`config.mk`:
```
export PLATFORM = sky130hd
export DESIGN_NAME = signed_accumulator
export DESIGN_NICKNAME = d
export VERILOG_FILES = /design/src/rtl/signed_accumulator.sv
export SDC_FILE = /design/constraint.sdc
export NUM_CORES = 1
export LEC_CHECK = 0
export BUFFER_PORTS_ARGS = -buffer_cell sky130_fd_sc_hd__buf_2
export CAP_MARGIN = 20
export CORE_MARGIN = 4
export CORE_UTILIZATION = 54
export CTS_CLUSTER_DIAMETER = 150
export DETAILED_ROUTE_END_ITERATION = 8
export PLACE_DENSITY = 0.78
export SYNTH_ARGS = -nofsm -noshare
export SYNTH_HDL_FRONTEND = slang
export SYNTH_SLANG_ARGS = --single-unit
```
`constraint.sdc`:
```
create_clock -name clk -period 2.25 [get_ports clk]
set_input_delay 0.675 -clock clk [delete_from_list [all_inputs] [get_ports clk]]
set_output_delay 0.675 -clock clk [all_outputs]
set_load 0.02 [all_outputs]
```
`src/rtl/signed_accumulator.sv`:
```
// Signed running accumulator behind a valid/ready command port (load/add/clear).
// Define ACC_SATURATE_EN to saturate on add overflow instead of wrapping.
module signed_accumulator #(
    parameter int W     = 8,
    parameter int CNT_W = 8
) (
    input  logic             clk,
    input  logic             reset,
    input  logic             op_valid,
    output logic             op_ready,
    input  logic [1:0]       op_cmd,
    input  logic [W-1:0]     d_in,
    input  logic             ovfl_in,
    output logic [W-1:0]     acc,
    output logic             err,
    output logic             res_valid,
    output logic [CNT_W-1:0] op_count
);

    typedef enum logic [1:0] {
        IDLE = 2'b00,
        EXEC = 2'b01,
        DONE = 2'b10
    } state_t;

    typedef enum logic [1:0] {
        CMD_LOAD  = 2'b00,
        CMD_ADD   = 2'b01,
        CMD_CLEAR = 2'b10,
        CMD_RSVD  = 2'b11
    } cmd_t;

    state_t           r_state;
    cmd_t             r_cmd;
    logic [W-1:0]     r_d;
    logic             r_ovfl;
    logic [W-1:0]     r_acc;
    logic             r_err;
    logic             r_res_valid;
    logic             r_op_ready;
    logic [CNT_W-1:0] r_count;

    logic [W-1:0]     w_sum;
    logic             w_ovf;
    logic [W-1:0]     w_add_result;

    // Signed overflow: like-signed operands producing a differently-signed sum.
    always_comb begin
        w_sum        = r_acc + r_d;
        w_ovf        = (r_acc[W-1] == r_d[W-1]) && (w_sum[W-1] != r_acc[W-1]);
        w_add_result = w_sum;
`ifdef ACC_SATURATE_EN
        if (w_ovf) begin
            w_add_result = r_acc[W-1] ? {1'b1, {(W-1){1'b0}}} : {1'b0, {(W-1){1'b1}}};
        end
`endif
    end

    always_ff @(posedge clk or posedge reset) begin
        if (reset) begin
            r_state     <= IDLE;
            r_cmd       <= CMD_LOAD;
            r_d         <= '0;
            r_ovfl      <= 1'b0;
            r_acc       <= '0;
            r_err       <= 1'b0;
            r_res_valid <= 1'b0;
            r_op_ready  <= 1'b1;
            r_count     <= '0;
        end else begin
            r_res_valid <= 1'b0;
            case (r_state)
                IDLE: begin
                    // op_ready is high throughout IDLE, so op_valid alone marks a transfer.
                    if (op_valid) begin
                        r_cmd      <= cmd_t'(op_cmd);
                        r_d        <= d_in;
                        r_ovfl     <= ovfl_in;
                        r_op_ready <= 1'b0;
                        r_state    <= EXEC;
                        if (r_count != '1) begin
                            r_count <= r_count + 1'b1;
                        end
                    end
                end
                EXEC: begin
                    case (r_cmd)
                        CMD_LOAD: begin
                            r_acc <= r_d;
                            r_err <= r_ovfl;
                        end
                        CMD_ADD: begin
                            if (r_ovfl) begin
                                r_err <= 1'b1;
                            end else begin
                                r_acc <= w_add_result;
                                r_err <= r_err | w_ovf;
                            end
                        end
                        CMD_CLEAR: begin
                            r_acc <= '0;
                            r_err <= 1'b0;
                        end
                        default: begin
                        end
                    endcase
                    r_res_valid <= 1'b1;
                    r_state     <= DONE;
                end
                DONE: begin
                    r_op_ready <= 1'b1;
                    r_state    <= IDLE;
                end
                default: begin
                    r_op_ready <= 1'b1;
                    r_state    <= IDLE;
                end
            endcase
        end
    end

    assign op_ready  = r_op_ready;
    assign acc       = r_acc;
    assign err       = r_err;
    assign res_valid = r_res_valid;
    assign op_count  = r_count;

endmodule

```
# == Yosys cells after proc, flatten, opt, wreduce, memory -nomap -nowiden ==
# Cells that the tools add are included.
# word_totals
out_inout_bits,19
elab_cells,39
inputBits,14
ff_bits,32
# classes
addsub,2
eq_ne,8
bitwise,2
n_reduce_logical,9
mux,9
# op_table
operator,n
one-hot mux 8 bit (3 select lines),1
"adder 8 x 1 -> 8 bit, second input constant",1
adder 8 bit,1
2-to-1 mux 8 bit,1
"!= test 8 bit, second input constant",1
AND reduction 2 bit,3
AND reduction 3 bit,2
"equality test 2 x 1 -> 1 bit, second input constant",2
zero test 2 bit,2
"!= test 2 bit, second input constant",2
one-hot mux 2 bit (2 select lines),1
2-to-1 mux 1 bit,3
one-hot mux 1 bit (3 select lines),1
nonzero test 3 bit,1
"equality test 2 bit, second input constant",1
2-to-1 mux 2 bit,1
one-hot mux 1 bit (2 select lines),1
equality test 1 bit,1
logical AND 1 bit,1
!= test 1 bit,1
inverter 1 bit,1
bitwise OR 1 bit,1

# == Logic depth before layout (Yosys ltp) ==
# logic_depth
depth_word,6
depth_mapped,8
depth_no_buf,8

# == Least setup slack after synthesis ==
# No wires, ideal clock.
# synth_path
path_type,register to register
from,reg r_acc[0] (netlist: acc[0])
to,reg r_acc[6] (netlist: acc[6])
n_path_buf,0
setup_time_ns,0.087
arrival_time_ns,1.978
synth_period_minus_slack_ns,2.065
required_time_ns,2.163
path_slack_ns,0.185
stages_incl_launch_ff,9
cell_sequence,dfrtp_1 > ha_1 > inv_1 > fa_1 > nand2b_1 > a21oi_1 > or4b_1 > a311o_1 > o211ai_1
# synth_via
elab_chain_len,3
# synth_rtl
element,line_no,source
from (decl),37,logic [W-1:0] r_acc;
from (signal assigned),89,r_acc <= r_d;
from (signal assigned),96,r_acc <= w_add_result;
adder 8 bit,49,w_sum = r_acc + r_d;
2-to-1 mux 8 bit,93,if (r_ovfl) begin
one-hot mux 8 bit (3 select lines),87,case (r_cmd)
# Every way passes these cells. The select of a mux whose other input is x is not followed.
# A chain may end at the register's enable or synchronous reset.

# == Worst setup path after layout ==
# Same ends and word-level chain as after synthesis.

==> results by group <==
Run status
  – Run status: finished clean

Pwr
  – Maximum VDD drop: 0.807 mV
  – Static leakage: 0.000965 uW
  – Pwr dens: 1260 nW/um^2

STA
  – Setup Skew: 4.70 ps
  – Endpoints failing hold: 0
  – Final Setup Violations: 0
  – Tightest Pin Transition: 395 ps
  – Final Max Slew Viols: 0
  – Final period utilization: 0.936
  – Setup TNS: 0 ps
  – Maximum clock frequency: 475 MHz
  – Tmin final: 2110 ps
  – Unrepaired setup endpoints after global routing: false
  – Worst slew margin: 0.736

Layout
  – Layout fillers: 264
  – Multi-input logic area: 882 um^2
  – P&R area growth vs syn: 16.9%
  – Diode count: 0
  – Post-layout net count: 231
  – Share of layout cells above drive strength 1: 0.275
  – Design area: 2010 um^2
  – Sequential cell area: 802 um^2

Placement
  – IO Port Bufs: 32
  – Gpl congestion: 0.911
  – Placed cell area: 1940 um^2
  – Post-DP HPWL: 2550 um

Setup path
  – Crit path DAT: 2350 ps
  – Worst setup EP type: flop
  – Worst Setup EP: acc[6]
  – Worst-path fanout max: 3
  – Startpoint Class: flop
  – Setup CP Type: flop to flop
  – Critical Path RT: 2490 ps
  – Worst reg-to-reg setup slack: 140 ps
  – Worst R2R End: acc[6]
  – Start of the worst register-to-register path: acc[0]
  – Setup crit start: acc[0]
  – Reg2Reg Depth: 8

Routing
  – 1st-pass router iterations: 5
  – Post-route ant nets: 0
  – Drt total wl: 3410 um
  – Drt first-iter violations: 35
  – Wire per inst: 13.6 um
  – Post-route DRC: 0
  – Vias per cell: 5.38
  – Via count: 1,350

Synthesis
  – Synth area leader: dfrtp_1
  – Mapped Cells: 168
  – Post-synth EDFFs: 0
  – Synthesized area: 1720 um^2
  – Synth Area in XOR/XNOR: 0.0459
  – Ys Warns: 0
  – Synth Area per Inst: 10.2 um^2
  – Post-synthesis mux area share: 0.0773
  – Yosys top cell area share: 0.452
  – #FFs+latches synth: 32
  – Synth Flop Type: dfrtp_1
  – Post-synthesis adder-cell area fraction: 0.0845
  – Largest family of logic cells by synthesized area: simple AND/OR/NAND/NOR gates
  – Largest cells by area after synthesis: dfrtp_1 (45%), ha_1 (7.3%), mux2_2 (6.6%), nand2_1 (4.6%), nor2_1 (3.3%)
  – Simple logic cell fraction of the synthesized area: 0.174
  – Mapped Nets: 193
  – Synth Area in Compound Gates: 0.128
  – FFs w/ async S/R, synth: 1.00
  – Yosys cell types: 41
  – Sequential fraction of the synthesis area: 0.467

Clock tree
  – Max Root-Sink Buffers: 2
  – Root buffer cell: clkbuf_4
  – Clk sink count: 32
  – Htree depth: 2
  – Reg clk slew, reported paths: 100 ps
  – CTS tree: done
  – Total CTS buffers: 5
  – Post-CTS resize count: 0
  – CTS hold repair buffers: 0
  – Worst-skew pair later-pin latency: 320 ps
  – Setup bufs post-CTS: 0

Global routing
  – Vias in the first global route: 1,341
  – Initial antenna violation count: 0
  – First-pass GRT wire length: 5840 um
  – Pin count of the biggest net entering global routing: 33
  – Overflow after GRT: 0
  – Total GRT Usage: 0.181

Job
  – Max cap viols: 0

Floorplan
  – Core Rows: 20
  – Die Span Y: 64.4 um
  – Core area: 3050 um^2
  – Total Die Area: 4140 um^2
  – Initial Utilization: 0.562
  – Width of the die: 64.4 um
  – I/O pin count: 33

Worst hold path
  – Tightest Hold Check Type: primary input to asynchronous set/reset pin
[worst max-delay path, cell delays in order (launching register included)]
cell and delay, ps:
dfrtp_1 400, ha_1 230, inv_1 80, fa_1 180, nand2b_4 140, a21oi_1 90, or4b_1 480, a311o_1 330
o211ai_1 90
[synthesized netlist by cell type (2+ instances only)]
library cell / n
mux2_2: 10
a21oi_1: 8
a211oi_1: 2
dfrtp_1: 31
xor2_1: 5
xnor2_1: 4
nor2b_1: 4
nand3_1: 4
nand2_1: 21
a22oi_1: 2
nand3b_1: 2
clkbuf_1: 2
nand2b_1: 4
o211ai_1: 2
nor2_1: 15
inv_1: 6
mux2i_1: 2
ha_1: 10
o21ai_0: 11
buf_2: 2
[cells in the final DEF (no fill, tap or decap), types with 4 or more instances in the layout]
| cell | Yosys | final |
|---|---|---|
| xnor2_1 | 4 | 4 |
| ha_1 | 10 | 10 |
| nor2_1 | 15 | 15 |
| buf_2 | 2 | 32 |
| nand3_1 | 4 | 4 |
| a21oi_1 | 8 | 8 |
| mux2_2 | 10 | 10 |
| xor2_1 | 5 | 5 |
| o21ai_0 | 11 | 11 |
| dfrtp_1 | 31 | 31 |
| nand2_1 | 21 | 21 |
| clkbuf_4 | 0 | 5 |
| inv_1 | 6 | 6 |
| nor2b_1 | 4 | 4 |
[layer usage]
layer	global-route usage	vias up	part of all wire	wire, um
met4	0.0633	0	0.013	44
met3	0.0527	6	0.060	204
met5	0	-	0	0
li1	-	665	-	-
met2	0.309	44	0.50	1690
met1	0.215	635	0.43	1470
[stage by stage]
| step | cells | utilization | setup slack, ps | total power, uW | hold WS, ps |
|---|---|---|---|---|---|
| after CTS | 251 | 0.655 | 111 | 2530 | 414 |
| after floorplan | 168 | - | 185 | 1830 | 507 |
| after detailed placement | 243 | 0.634 | 151 | 2180 | 485 |
| final | 251 | 0.657 | 144 | 2520 | 408 |
| after global routing | 251 | 0.657 | 33.2 | 2720 | 442 |
| after global placement | 243 | 0.634 | 235 | 2120 | 477 |
[worst min-delay path by stage]
stage	startpoint	end	slack, ps	depth (start not counted)
detailed placement	op_count[6]	op_count[6]	480	1
CTS	reset	r_d[0]	410	3
finish	reset	op_count[4]	410	3
global route	reset	op_count[6]	440	3
global placement	op_count[7]	op_count[7]	480	1
floorplan	r_d[4]	r_d[4]	510	1
[state kept, by name, summed over array words and instances (netlist names), 2 cells and up]
name,count
acc,8
op_count,8
r_d,8
r_cmd,2
r_state,2
[layout make-up]
cell class                 count  area share
clock buffer                   7      0.0274
timing repair buffer          35      0.0910
sequential                    32       0.400
tap                           44      0.0274
multi-input combinational    126       0.440
inverter                       6      0.0112
clock inverter                 1     0.00374
[power by group]
| part | internal (uW) | switching [uW] | total (uW) |
|---|---|---|---|
| registers | 764 | 191 | 955 |
| clock network | 153 | 186 | 339 |
| logic | 517 | 714 | 1230 |
[kinds of logic (layout without fill, tap and decap cells)]
kind of cell	after synthesis	in the layout
AND/OR/NAND/NOR	59	59
AO/OA/AOI/OAI	35	35
flip-flops	32	32
multiplexers	12	12
adder cells (fa/ha/maj)	11	11
buffers and inverters	10	49
XOR/XNOR	9	9
No activity file was read; power rests on OpenSTA's default activity.
